[src/rtl/vga_scan_timer.sv]
// Pixel-timing generator for the VGA path: splits CLOCK_50 into a half-rate pixel
// clock, scans the raster and drives the DAC and sync pins with matched delay.
module vga_scan_timer #(
    parameter int unsigned H_VIS  = 640,
    parameter int unsigned H_FP   = 16,
    parameter int unsigned H_SYNC = 96,
    parameter int unsigned H_BP   = 48,
    parameter int unsigned V_VIS  = 480,
    parameter int unsigned V_FP   = 10,
    parameter int unsigned V_SYNC = 2,
    parameter int unsigned V_BP   = 33
) (
    input  logic       CLOCK_50,
    input  logic       reset,
    input  logic [9:0] vga_r,
    input  logic [9:0] vga_g,
    input  logic [9:0] vga_b,
    output logic [9:0] x_addr,
    output logic [9:0] y_addr,
    output logic [9:0] vga_r_DAC,
    output logic [9:0] vga_g_DAC,
    output logic [9:0] vga_b_DAC,
    output logic       vga_clock,
    output logic       vga_hs,
    output logic       vga_vs,
    output logic       vga_blank,
    output logic       vga_sync_dac,
    output logic       vblank,
    output logic       frame_tick
);

    localparam int unsigned CW       = 10;
    localparam int unsigned H_TOTAL  = H_VIS + H_FP + H_SYNC + H_BP;
    localparam int unsigned V_TOTAL  = V_VIS + V_FP + V_SYNC + V_BP;
    localparam int unsigned HS_START = H_VIS + H_FP;
    localparam int unsigned HS_END   = HS_START + H_SYNC;
    localparam int unsigned VS_START = V_VIS + V_FP;
    localparam int unsigned VS_END   = VS_START + V_SYNC;

    logic          pix_phase;
    logic [CW-1:0] x_next_c;
    logic [CW-1:0] y_next_c;
    logic          active_c;
    logic          hs_pulse_c;
    logic          vs_pulse_c;

    assign vga_clock    = pix_phase;
    assign vga_sync_dac = 1'b0;

    // Next raster position and the pixel attributes of the current position
    always_comb begin
        x_next_c = x_addr + CW'(1);
        y_next_c = y_addr;
        if (x_addr == CW'(H_TOTAL - 1)) begin
            x_next_c = '0;
            y_next_c = (y_addr == CW'(V_TOTAL - 1)) ? '0 : y_addr + CW'(1);
        end
        active_c   = (x_addr < CW'(H_VIS)) && (y_addr < CW'(V_VIS));
        hs_pulse_c = (x_addr >= CW'(HS_START)) && (x_addr < CW'(HS_END));
        vs_pulse_c = (y_addr >= CW'(VS_START)) && (y_addr < CW'(VS_END));
    end

    // Everything advances together when pix_phase is high, keeping DAC, syncs and
    // blank aligned one pixel behind the coordinates.
    always_ff @(posedge CLOCK_50) begin
        if (reset) begin
            pix_phase  <= 1'b0;
            x_addr     <= '0;
            y_addr     <= '0;
            vga_r_DAC  <= '0;
            vga_g_DAC  <= '0;
            vga_b_DAC  <= '0;
            vga_hs     <= 1'b1;
            vga_vs     <= 1'b1;
            vga_blank  <= 1'b0;
            vblank     <= 1'b0;
            frame_tick <= 1'b0;
        end else begin
            pix_phase  <= ~pix_phase;
            frame_tick <= 1'b0;
            if (pix_phase) begin
                x_addr     <= x_next_c;
                y_addr     <= y_next_c;
                vga_r_DAC  <= active_c ? vga_r : '0;
                vga_g_DAC  <= active_c ? vga_g : '0;
                vga_b_DAC  <= active_c ? vga_b : '0;
                vga_hs     <= ~hs_pulse_c;
                vga_vs     <= ~vs_pulse_c;
                vga_blank  <= active_c;
                vblank     <= (y_next_c >= CW'(V_VIS));
                frame_tick <= (x_next_c == '0) && (y_next_c == '0);
            end
        end
    end

endmodule

[config.mk]
export PLATFORM = sky130hd
export DESIGN_NAME = vga_scan_timer
export DESIGN_NICKNAME = d
export VERILOG_FILES = /design/src/rtl/vga_scan_timer.sv
export SDC_FILE = /design/constraint.sdc
export NUM_CORES = 1
export LEC_CHECK = 0
export ABC_AREA = 1
export BUFFER_PORTS_ARGS = -buffer_cell sky130_fd_sc_hd__buf_2
export CELL_PAD_IN_SITES_DETAIL_PLACEMENT = 0
export CELL_PAD_IN_SITES_GLOBAL_PLACEMENT = 1
export CORE_MARGIN = 2
export CORE_UTILIZATION = 38
export DETAILED_ROUTE_END_ITERATION = 6
export GPL_TIMING_DRIVEN = 0
export HOLD_SLACK_MARGIN = 0.15
export PLACE_DENSITY_LB_ADDON = 0.12
export SYNTH_ARGS = -nofsm -noshare
export SYNTH_HDL_FRONTEND = slang
export SYNTH_SLANG_ARGS = --single-unit
export TNS_END_PERCENT = 30
[constraint.sdc]
create_clock -name CLOCK_50 -period 5.5 [get_ports CLOCK_50]
set_clock_uncertainty 0.2 [all_clocks]
set_input_delay 1.375 -clock CLOCK_50 [delete_from_list [all_inputs] [get_ports CLOCK_50]]
set_output_delay 1.375 -clock CLOCK_50 [all_outputs]
set_load 0.005 [all_outputs]
==> metrics.md <==
| Metric | Value |
|---|---|
| Die height | 85.8 microns |
| Initial drt markers | 148 |
| Largest net degree at the start of global routing | 19 |
| Maximum vdd drop | 0.000141 V |
| GRT Overall Usage | 18.6% |
| Area contributors post-synth | dfxtp_1 44%, a32o_1 12%, nand2_1 8.6% |
| Post-synth EDFFs | 0 |
| CTS buffer count | 5 |
| Vias in the first global route | 2,369 |
| Worst Hold Launch | vga_g_DAC[7] |
| Share of cells above drive strength 1 | 30.1% |
| Max_cap viols | 0 |
| Postcts setup bufs | 0 |
| Skew-Pair Late Insertion Delay | 0.31 ns |
| Crit end category | flip-flop |
| Status | completed |
| Initial antenna violation count | 0 |
| Post-Place Cells | 477 |
| Port Buffer Count | 87 |
| Initial Util | 39.6% |
| CTS tree | done |
| Post-Syn Instances | 313 |
| RSZ-0062 raised after global routing | false |
| Post-route ant nets | 0 |
| Arrival time worst endpoint | 2.68 ns |
| I/O pins | 89 |
| Hold crit path type | reg2reg |
| Clock Power Share | 32.7% |
| Overflow after GRT | 0 |
| Worst-Margin Slew | 0.582 ns |
| Origin of the worst setup path | reset |
| Setup slack after layout | 2.84 ns |
| Fillcell total | 663 |
| Final GP Congestion | 0.873 |
| Full die area | 7360 sq um |
| # setup viols final | 0 |
| Post_cts resized | 0 |
| Fmax achieved | 376 MHz |
| CTS H-Tree Depth | 2 |
| DPL Wire Length | 5.23 mm |
| Utilization after layout | 49.3% |
| CTS root buf | clkbuf_8 |
| Combinational fraction of design power | 8.8% |
| Slew Limit Fails | 0 |
| Routed vias/inst | 5.23 |
| Placed instance area | 3070 sq um |
| Power consumption | 0.736 mW |
| Switching power | 0.188 mW |
| Worst Setup Start Kind | input pin |
| Top-area cell type share of the netlist area | 44.1% |
| CTS Hold Bufs | 0 |
| Cell-internal power | 0.547 mW |
| Synthesis-to-finish area growth | 24.5% |
| Asr flop ratio synth | 0% |
| DRT Pass-1 Iters | 6 |
| CP required | 5.52 ns |
| NumNets Final | 443 |
| Worst flop-to-flop path startpoint | x_addr[0] |
| CP Class | in2reg |
| Die width | 85.8 microns |
| Final Cycle Share | 48.3% |
| Power Density | 233 nW/um^2 |
| Synth area leader | dfxtp_1 |
| Final instance area | 3160 sq um |
| Synthesized Nets | 349 |
| First-pass GRT wire length | 11.0 mm |
| Setup Total Neg Slack | 0 ns |
| Avg Inst Size Synth | 8.12 sq um |
| Leak Pwr | 1.50 nW |
| Final hold violation count | 0 |
| Minimum clock period | 2.66 ns |
| Clk slew on worst S/H paths | 0.11 ns |
| Synthesized cell area | 2540 sq um |
| Worst slack, placed | 2.49 ns |
| Hold Slack | 0.269 ns |
| Number of diodes | 0 |
| Row cnt | 29 |
| Post-synth top flop | dfxtp_1 |
| Syn. warnings | 0 |
| Routed len/inst | 14.1 microns |
| Crit Path Max Fanout | 10 |
| Seq pwr share | 58.4% |
| Core area | 6420 sq um |
| CTS Sinks | 56 |
| Finished Layout Cells | 485 |
| Clock buffer depth | 2 |
| Sw Ratio | 25.6% |
| Unique cell type count in the Yosys netlist | 33 |
| Residual DRC | 0 |
| Yosys reg bits | 56 |
| Rel. slew slack | 61.2% |
| Vias | 2,538 |
| DRT Wirelength | 6.84 mm |
| Post-synthesis sequential area ratio | 44.1% |
critical path, stage by stage:
cell     delay (ns)
buf_2          0.12
nor2_4         0.24
inv_2          0.13
nor2_1         0.27
buf_2          0.29
nand3_1        0.11
o21ai_1        0.10
inv_1          0.05
placed cells by master (no fill, tap or decap), drive strengths merged:
cell / instances
nand3: 27
xor2: 2
ha: 4
inv: 38
buf: 94
nand4: 10
and2: 1
a22o: 1
o22ai: 12
nand2: 61
dfxtp: 56
xnor2: 1
a32o: 30
a2111oi: 1
a21oi: 1
nor2: 35
o21ai: 14
nor3: 3
nor4: 1
conb: 1
clkinv: 1
clkbuf: 14
registers in the layout, indices dropped and copies added, names as in the netlist:
register	cells
vga_b_DAC	10
x_addr	10
vga_r_DAC	10
y_addr	10
vga_clock	1
frame_tick	1
vblank	1
vga_vs	1
vga_g_DAC	10
vga_hs	1
vga_blank	1
area by class of cell:
cell class | count | area [sq um] | share of cell area, %
plain buffers | 15 | 73.8 | 2.33
multi-input cells | 205 | 1210 | 38.2
flip-flops and latches | 56 | 1120 | 35.4
clock buffers | 6 | 72.6 | 2.29
clock inverters | 2 | 17.5 | 0.554
well taps | 77 | 96.3 | 3.05
inverters | 37 | 139 | 4.39
repair buffers | 87 | 435 | 13.8
cell usage after synthesis (2+ instances only):
cell,instances
a32o_1,30
buf_2,5
clkbuf_1,8
dfxtp_1,56
ha_1,4
inv_1,29
inv_2,7
nand2_1,58
nand2_2,3
nand3_1,25
nand3_2,2
nand4_1,8
nor2_1,29
nor2_2,4
nor2_4,2
nor3_2,2
o21ai_0,9
o21ai_1,5
o22ai_1,12
xor2_1,2
routing by layer:
layer	vias to the layer above	track usage [%]	share of wire, %
met5	-	0	0
met2	75	30.2	45
met1	1185	24.1	46
met4	0	4.76	1.5
met3	9	5.68	6.9
li1	1269	-	-
logic make-up (layout without fill, tap and decap cells):
| group | count (synthesis) | in the layout | synth area share, % |
|---|---|---|---|
| simple gates | 138 | 138 | 25.9 |
| compound gates | 59 | 59 | 18.4 |
| flops | 56 | 56 | 44.1 |
| buf+inv | 52 | 147 | 8.37 |
| fa+ha+maj | 4 | 4 | 1.97 |
| xor+xnor | 3 | 3 | 1.03 |
| other cells | 1 | 1 | 0.148 |
worst paths after layout:
kind | slack [ns] | end | depth (start not counted)
hold / removal | 0.27 | vga_g_DAC[7] | 1
setup reg to reg | 3.40 | vblank | 9
hold reg to reg | 0.27 | vga_g_DAC[7] | 1
setup / recovery | 2.84 | vga_vs | 8
power by group through the flow:
stage,combinational (mW),sequential (mW),clock [mW]
5_1_grt,0.0718,0.432,0.259
3_5_place_dp,0.0664,0.439,0
6_report,0.0651,0.430,0.241
3_3_place_gp,0.0654,0.438,0
2_1_floorplan,0.0286,0.440,0
4_1_cts,0.0667,0.430,0.246
Power figures use the tool's default switching activity.
